`src/rtl/button_event_decoder_if.sv`:
```
// Event bus between the button front end and the gesture decoder.
// master drives the timebase tick and debounced level; slave returns gesture pulses.
interface button_event_decoder_if;
  logic tick;
  logic pressed;
  logic short_press;
  logic long_press;
  logic repeat_pulse;
  logic double_click;
  logic held;

  modport master (
    output tick,
    output pressed,
    input  short_press,
    input  long_press,
    input  repeat_pulse,
    input  double_click,
    input  held
  );

  modport slave (
    input  tick,
    input  pressed,
    output short_press,
    output long_press,
    output repeat_pulse,
    output double_click,
    output held
  );
endinterface

```
`src/rtl/button_event_decoder.sv`:
```
// Classifies debounced button gestures into short, long (with auto-repeat) and
// double-click events, each reported as a registered single-cycle pulse.
module button_event_decoder #(
  parameter int CNT_W        = 8,
  parameter int LONG_TICKS   = 100,
  parameter int DCLICK_TICKS = 25,
  parameter int REPEAT_TICKS = 10
) (
  input  logic                  clk,
  input  logic                  rst_n,
  button_event_decoder_if.slave bus
);

  typedef enum logic [2:0] {
    REL_WAIT,
    IDLE,
    DOWN1,
    GAP,
    LONG
  } state_t;

  localparam logic [CNT_W-1:0] LONG_LAST   = CNT_W'(LONG_TICKS - 1);
  localparam logic [CNT_W-1:0] DCLICK_LAST = CNT_W'(DCLICK_TICKS - 1);
  localparam logic [CNT_W-1:0] REPEAT_LAST = CNT_W'(REPEAT_TICKS - 1);
  localparam logic [CNT_W-1:0] CNT_MAX     = '1;

  state_t           state;
  logic [CNT_W-1:0] cnt;
  logic [CNT_W-1:0] cnt_adv;
  logic             at_long;
  logic             at_dclick;
  logic             at_repeat;

  logic short_q;
  logic long_q;
  logic repeat_q;
  logic dclick_q;
  logic held_q;

  // Tick count when the state is unchanged; saturates so a long hold never wraps.
  assign cnt_adv   = (bus.tick && (cnt != CNT_MAX)) ? cnt + 1'b1 : cnt;
  assign at_long   = bus.tick && (cnt == LONG_LAST);
  assign at_dclick = bus.tick && (cnt == DCLICK_LAST);
  assign at_repeat = bus.tick && (cnt == REPEAT_LAST);

  // Level changes are tested before tick thresholds in every state, so a
  // coincident release/press always wins over the timeout.
  always_ff @(posedge clk or negedge rst_n) begin
    if (!rst_n) begin
      state    <= REL_WAIT;
      cnt      <= '0;
      short_q  <= 1'b0;
      long_q   <= 1'b0;
      repeat_q <= 1'b0;
      dclick_q <= 1'b0;
      held_q   <= 1'b0;
    end else begin
      // NOTE: non-blocking defaults first; a later assignment in the case wins,
      // which is what keeps every pulse exactly one cycle wide.
      short_q  <= 1'b0;
      long_q   <= 1'b0;
      repeat_q <= 1'b0;
      dclick_q <= 1'b0;
      held_q   <= (state == LONG);
      cnt      <= cnt_adv;

      unique case (state)
        REL_WAIT: begin
          if (!bus.pressed) begin
            state <= IDLE;
            cnt   <= '0;
          end
        end

        IDLE: begin
          if (bus.pressed) begin
            state <= DOWN1;
            cnt   <= '0;
          end
        end

        DOWN1: begin
          if (!bus.pressed) begin
            state <= GAP;
            cnt   <= '0;
          end else if (at_long) begin
            state  <= LONG;
            cnt    <= '0;
            long_q <= 1'b1;
            held_q <= 1'b1;
          end
        end

        GAP: begin
          // A second press goes to REL_WAIT so it can never time a long press.
          if (bus.pressed) begin
            state    <= REL_WAIT;
            cnt      <= '0;
            dclick_q <= 1'b1;
          end else if (at_dclick) begin
            state   <= IDLE;
            cnt     <= '0;
            short_q <= 1'b1;
          end
        end

        LONG: begin
          if (!bus.pressed) begin
            state  <= IDLE;
            cnt    <= '0;
            held_q <= 1'b0;
          end else if (at_repeat) begin
            cnt      <= '0;
            repeat_q <= 1'b1;
          end
        end

        default: begin
          state <= REL_WAIT;
          cnt   <= '0;
        end
      endcase
    end
  end

  assign bus.short_press  = short_q;
  assign bus.long_press   = long_q;
  assign bus.repeat_pulse = repeat_q;
  assign bus.double_click = dclick_q;
  assign bus.held         = held_q;

endmodule

```
`src/flat_wrapper.sv`:
```
// flat-port wrapper written by rule: the top's interface ports become plain ports
module button_event_decoder_flat 
#(
  parameter int CNT_W        = 8,
  parameter int LONG_TICKS   = 100,
  parameter int DCLICK_TICKS = 25,
  parameter int REPEAT_TICKS = 10
)
  (clk, rst_n, bus_tick, bus_pressed, bus_short_press, bus_long_press, bus_repeat_pulse, bus_double_click, bus_held);
  button_event_decoder_if bus_i ();
  input  logic clk;
  input  logic rst_n;
  input wire logic [$bits(bus_i.tick)-1:0] bus_tick;
  input wire logic [$bits(bus_i.pressed)-1:0] bus_pressed;
  output wire logic [$bits(bus_i.short_press)-1:0] bus_short_press;
  output wire logic [$bits(bus_i.long_press)-1:0] bus_long_press;
  output wire logic [$bits(bus_i.repeat_pulse)-1:0] bus_repeat_pulse;
  output wire logic [$bits(bus_i.double_click)-1:0] bus_double_click;
  output wire logic [$bits(bus_i.held)-1:0] bus_held;
  assign bus_i.tick = bus_tick;
  assign bus_i.pressed = bus_pressed;
  assign bus_short_press = bus_i.short_press;
  assign bus_long_press = bus_i.long_press;
  assign bus_repeat_pulse = bus_i.repeat_pulse;
  assign bus_double_click = bus_i.double_click;
  assign bus_held = bus_i.held;
  button_event_decoder #(.CNT_W(CNT_W), .LONG_TICKS(LONG_TICKS), .DCLICK_TICKS(DCLICK_TICKS), .REPEAT_TICKS(REPEAT_TICKS)) u_core (.clk(clk), .rst_n(rst_n), .bus(bus_i));
endmodule
```
`config.mk`:
```
export PLATFORM = sky130hd
export DESIGN_NAME = button_event_decoder_flat
export DESIGN_NICKNAME = d
export VERILOG_FILES = /design/src/rtl/button_event_decoder_if.sv /design/src/rtl/button_event_decoder.sv /design/src/flat_wrapper.sv
export SDC_FILE = /design/constraint.sdc
export NUM_CORES = 1
export LEC_CHECK = 0
export BUFFER_PORTS_ARGS = -buffer_cell sky130_fd_sc_hd__buf_2
export CAP_MARGIN = 20
export CORE_UTILIZATION = 55
export DETAILED_ROUTE_END_ITERATION = 16
export HOLD_SLACK_MARGIN = 0.08
export MAX_ROUTING_LAYER = met4
export PLACE_DENSITY = 0.75
export SLEW_MARGIN = 15
export SYNTH_ARGS = -nofsm -noshare
export SYNTH_HDL_FRONTEND = slang
export SYNTH_SLANG_ARGS = --single-unit
```
`constraint.sdc`:
```
create_clock -name clk -period 2.3 [get_ports clk]
set_input_delay 0.115 -clock clk [delete_from_list [all_inputs] [get_ports clk]]
set_output_delay 0.115 -clock clk [all_outputs]
set_load 0.03 [all_outputs]
```
-- After elaboration in Yosys (flattened, before gate mapping)
Cells that the tools add are included.
- bits in registers: 16
- input port bits: 4
- output and inout bits: 5
- $add $sub $neg: 1
- equality and inequality tests: 12
- multiplexer cells: 29
- reductions and logical operators: 7
- operators by type and width (cell ; number):
    8-bit two-way mux ; 9
    8-bit case mux with 5 select lines ; 1
    3-bit two-way mux ; 6
    3-bit case mux with 4 select lines ; 1
    1-bit two-way mux ; 11
    8-bit by 1-bit adder with 8-bit output, second input constant ; 1
    8-bit by 4-bit == test with 1-bit output, second input constant ; 1
    8-bit by 5-bit == test with 1-bit output, second input constant ; 1
    8-bit by 7-bit == test with 1-bit output, second input constant ; 1
    8-bit != test, second input constant ; 1
    3-bit by 2-bit == test with 1-bit output, second input constant ; 2
    3-bit by 2-bit != test with 1-bit output, second input constant ; 2
    1-bit logical AND ; 4
    2-bit != test, second input constant ; 2
    4-bit AND reduction ; 1
    3-bit by 1-bit == test with 1-bit output, second input constant ; 1
    3-bit == test, second input constant ; 1
    3-bit logical NOT ; 1
    1-bit case mux with 2 select lines ; 1
    2-bit OR reduction ; 1

-- Depth between registers and ports, before layout
- word-level depth: 6
- mapped depth: 6
- depth with buffers taken out: 6

-- Worst setup path after synthesis
Ideal clock, no wire load.
- path kind: reg-to-reg
- start point: register u_core.cnt[4]
- end point: register u_core.cnt[3]
- setup time: 151 ps
- data arrival time: 1694 ps
- data required time: 2149 ps
- path slack: 455 ps
- cell stages (with the launch flop): 5
- buffers on the path: 0
- cell sequence: dfrtp_1 -> or4_1 -> or3_4 -> a32oi_4 -> a221oi_1
- cells in the longest elaborated chain, start to end: 6
- elaborated cells on any way between the ends: 18
- ends and longest elaborated chain (item ; line ; text):
    start, declared ; button_event_decoder.sv:28 ; logic [CNT_W-1:0] cnt;
    start signal, assigned ; button_event_decoder.sv:65 ; cnt <= cnt_adv;
    8-bit != test ; button_event_decoder.sv:41 ; assign cnt_adv = (bus.tick && (cnt != CNT_MAX)) ? cnt + 1'b1 : cnt;
    1-bit logical AND ; button_event_decoder.sv:41 ;
    8-bit two-way mux ; button_event_decoder.sv:41 ;
    8-bit two-way mux, on equally long branches ; button_event_decoder.sv:112, button_event_decoder.sv:86, button_event_decoder.sv:100 ;
    8-bit two-way mux, on equally long branches ; button_event_decoder.sv:108, button_event_decoder.sv:83, button_event_decoder.sv:96 ;
    8-bit case mux with 5 select lines * ; button_event_decoder.sv:67 ; unique case (state)
Mark *: on every way between the ends. The rest lies on a longest branch, timed or not.
A chain may end at the register's enable or synchronous reset.

-- Worst setup path in the final report
Same ends and word-level chain as after synthesis.

==> flow_metrics.env <==
export IMPL_status="complete, no violations"
export IMPL_synth_top_area_share=0.463
export IMPL_async_flop_share=1.00
export IMPL_ys_warn_count=0
export IMPL_hold_ws_ps=171
export IMPL_layout_commonest_cell="dfrtp_1"
export IMPL_first_global_vias=626
export IMPL_row_count=13
export IMPL_fp_dieArea_mm2=0.00173
export IMPL_io_buffers=8
export IMPL_cts_resized=0
export IMPL_root_buffer="clkbuf_4"
export IMPL_fin_ws_ps=331
export IMPL_clock_skew_ps=5.71
export IMPL_cap_violations=0
export IMPL_synth_enable_flop_cells=0
export IMPL_drv_slew=0
export IMPL_fillCellCount=119
export IMPL_critPathRequiredTime_ps=2450
export IMPL_hold_violations=0
export IMPL_setup_viol=0
export IMPL_grt_usage=0.234
export IMPL_fmax_ghz=0.508
export IMPL_routed_wl_mm=1.78
export IMPL_nNetsFinal=108
export IMPL_io_pins=9
export IMPL_powerDensity_mw_per_mm2=612
export IMPL_area_delta_synth_final_pct=11.7
export IMPL_wire_per_inst_um=15.6
export IMPL_drt_antenna_violating_nets=0
export IMPL_cts_sinks=16
export IMPL_postCtsHoldBufs=2
export IMPL_drc=0
export IMPL_overflow=0
export IMPL_reg2reg_slack_ps=330
export IMPL_yosysSeqAreaShare=0.463
export IMPL_rsz0062_at_grt="no"
export IMPL_syn_inst=87
export IMPL_post_synth_top_area_cell="dfrtp_1"
export IMPL_drt_iter0_markers=40
export IMPL_synth_distinct_cells=32
export IMPL_startpoint="u_core.cnt[4]"
export IMPL_period_needed_ps=1970
export IMPL_cts_tree="yes"
export IMPL_cp_data_arrival_time_ps=2110
export IMPL_relSlewSlack=0.591
export IMPL_globalplace_congestion=0.814
export IMPL_die_x_um=41.6
export IMPL_htreeDepth=1
export IMPL_ir_drop_v=0.000412
export IMPL_crit_type="reg2reg"
export IMPL_reg2reg_depth=4
export IMPL_core_area_mm2=0.00138
export IMPL_worstSetupStartpointType="flip-flop"
export IMPL_fin_tns_setup_ps=0
export IMPL_grt_pass1_wl_mm=2.97
export IMPL_dpl_hpwl_mm=1.27
export IMPL_diodes=0
export IMPL_end_kind="flip-flop"
export IMPL_cts_setup_buffers=0
export IMPL_critPathMaxFanout=9
export IMPL_clk_latency_ps=280
export IMPL_detail_route_vias_per_cell=6.47
export IMPL_layout_common_cells="16 x dfrtp_1, 9 x a21oi_1, 8 x buf_2"
export IMPL_cts_buffers=3
export IMPL_antenna_found_initial=0
export IMPL_clock_path_buffers=2
export IMPL_pre_cts_ws_ps=336
export IMPL_ys_ff_latch=16
export IMPL_grt_max_degree=17
export IMPL_synth_area_um2=865
export IMPL_syn_num_nets=94
export IMPL_dr_pass1_iters=4
export IMPL_reg2reg_to="u_core.cnt[3]"
export IMPL_fp_dieH_um=41.6
export IMPL_worst_r2r_startpoint="u_core.cnt[4]"
export IMPL_start_util=0.625
export IMPL_worstMarginPinSlew_ps=606
export IMPL_hp_class="in2reg"
export IMPL_min_period_over_period=0.856
export IMPL_vias=738
export IMPL_drive_gt1_frac=0.162
export IMPL_p_leak_nw=0.434
export IMPL_avgSynthCellArea_um2=9.94
export IMPL_synthTopCellsByArea="dfrtp_1 46%, a21oi_1 5.2%, ha_1 4.3%"
export IMPL_path_clk_slew_ps=80
export IMPL_endpoint="u_core.cnt[3]"
export IMPL_synthFlopType="dfrtp_1"
-- critical path, stage by stage (launching register included) --
cell and delay (ps):
dfrtp_1 440, or4_1 520, or3_4 360, a32oi_4 370, a221oi_1 150
-- power by group --
group	internal (mW)	switching [mW]	total, mW	leakage (nW)
sequential	0.299	0.0245	0.323	0.218
clock	0.0608	0.0826	0.143	0.0138
combinational	0.0512	0.0732	0.124	0.202
total	0.411	0.180	0.591	0.434
-- flip-flops by register name (all words and copies together) (netlist names) --
signal                   flops
u_core.bus.double_click      1
u_core.bus.short_press       1
u_core.bus.long_press        1
u_core.cnt                   8
u_core.state                 3
u_core.bus.held              1
u_core.bus.repeat_pulse      1
-- worst min-delay path by stage --
stage,startpoint,endpoint,slack [ps],depth (start not counted)
detailed placement,rst_n,u_core.bus.repeat_pulse,40,1
global placement,rst_n,u_core.bus.repeat_pulse,40,1
floorplan,rst_n,u_core.bus.double_click,-180,0
CTS,bus_tick,u_core.cnt[3],160,3
finish,bus_tick,u_core.cnt[3],170,3
global route,bus_tick,u_core.bus.repeat_pulse,180,3
-- synth_stat cells (all sizes together), types with 2 or more instances --
cell type and count:
o21ai 3, clkbuf 2, nand2 3, xor2 2, inv 4, nor2 6
nor3 5, nand3 4, dfrtp 16, mux2i 3, ha 3, and3 3
a21oi 9, nor4 2, nand4 4, or3 2, xnor2 2, nand2b 2
-- cell type report --
class / count / area [um2] / area share
clock buffers: 3 / 22.5 / 0.0233
inverters: 4 / 15.0 / 0.0155
multi-input cells: 65 / 442 / 0.457
flip-flops and latches: 16 / 400 / 0.415
well taps: 15 / 18.8 / 0.0194
repair buffers: 11 / 67.6 / 0.0699
-- cells by family (layout without fill, tap and decap cells) --
group | count (synthesis) | count (layout) | share of synthesized area
AND/OR/NAND/NOR | 36 | 36 | 0.234
AO/OA/AOI/OAI | 19 | 19 | 0.158
flip-flops | 16 | 16 | 0.463
buffers and inverters | 6 | 18 | 0.0260
XOR/XNOR | 4 | 4 | 0.0405
adder cells (fa/ha/maj) | 3 | 3 | 0.0434
multiplexers | 3 | 3 | 0.0347
-- metal layers --
layer  wire (um)  track usage
met5           0            -
met4          29        0.129
met3          96       0.0391
met2         774        0.306
met1         878        0.344
-- per-stage QoR --
step / cell area, um2 / cells / total power, mW / utilization
CTS: 966 / 114 / 0.596 / 0.699
floorplan: 865 / 87 / 0.407 / -
finish: 966 / 114 / 0.591 / 0.699
global placement: 923 / 109 / 0.445 / 0.668
detailed placement: 923 / 109 / 0.449 / 0.668
global route: 966 / 114 / 0.621 / 0.699
(Power assumes the default switching activity.)
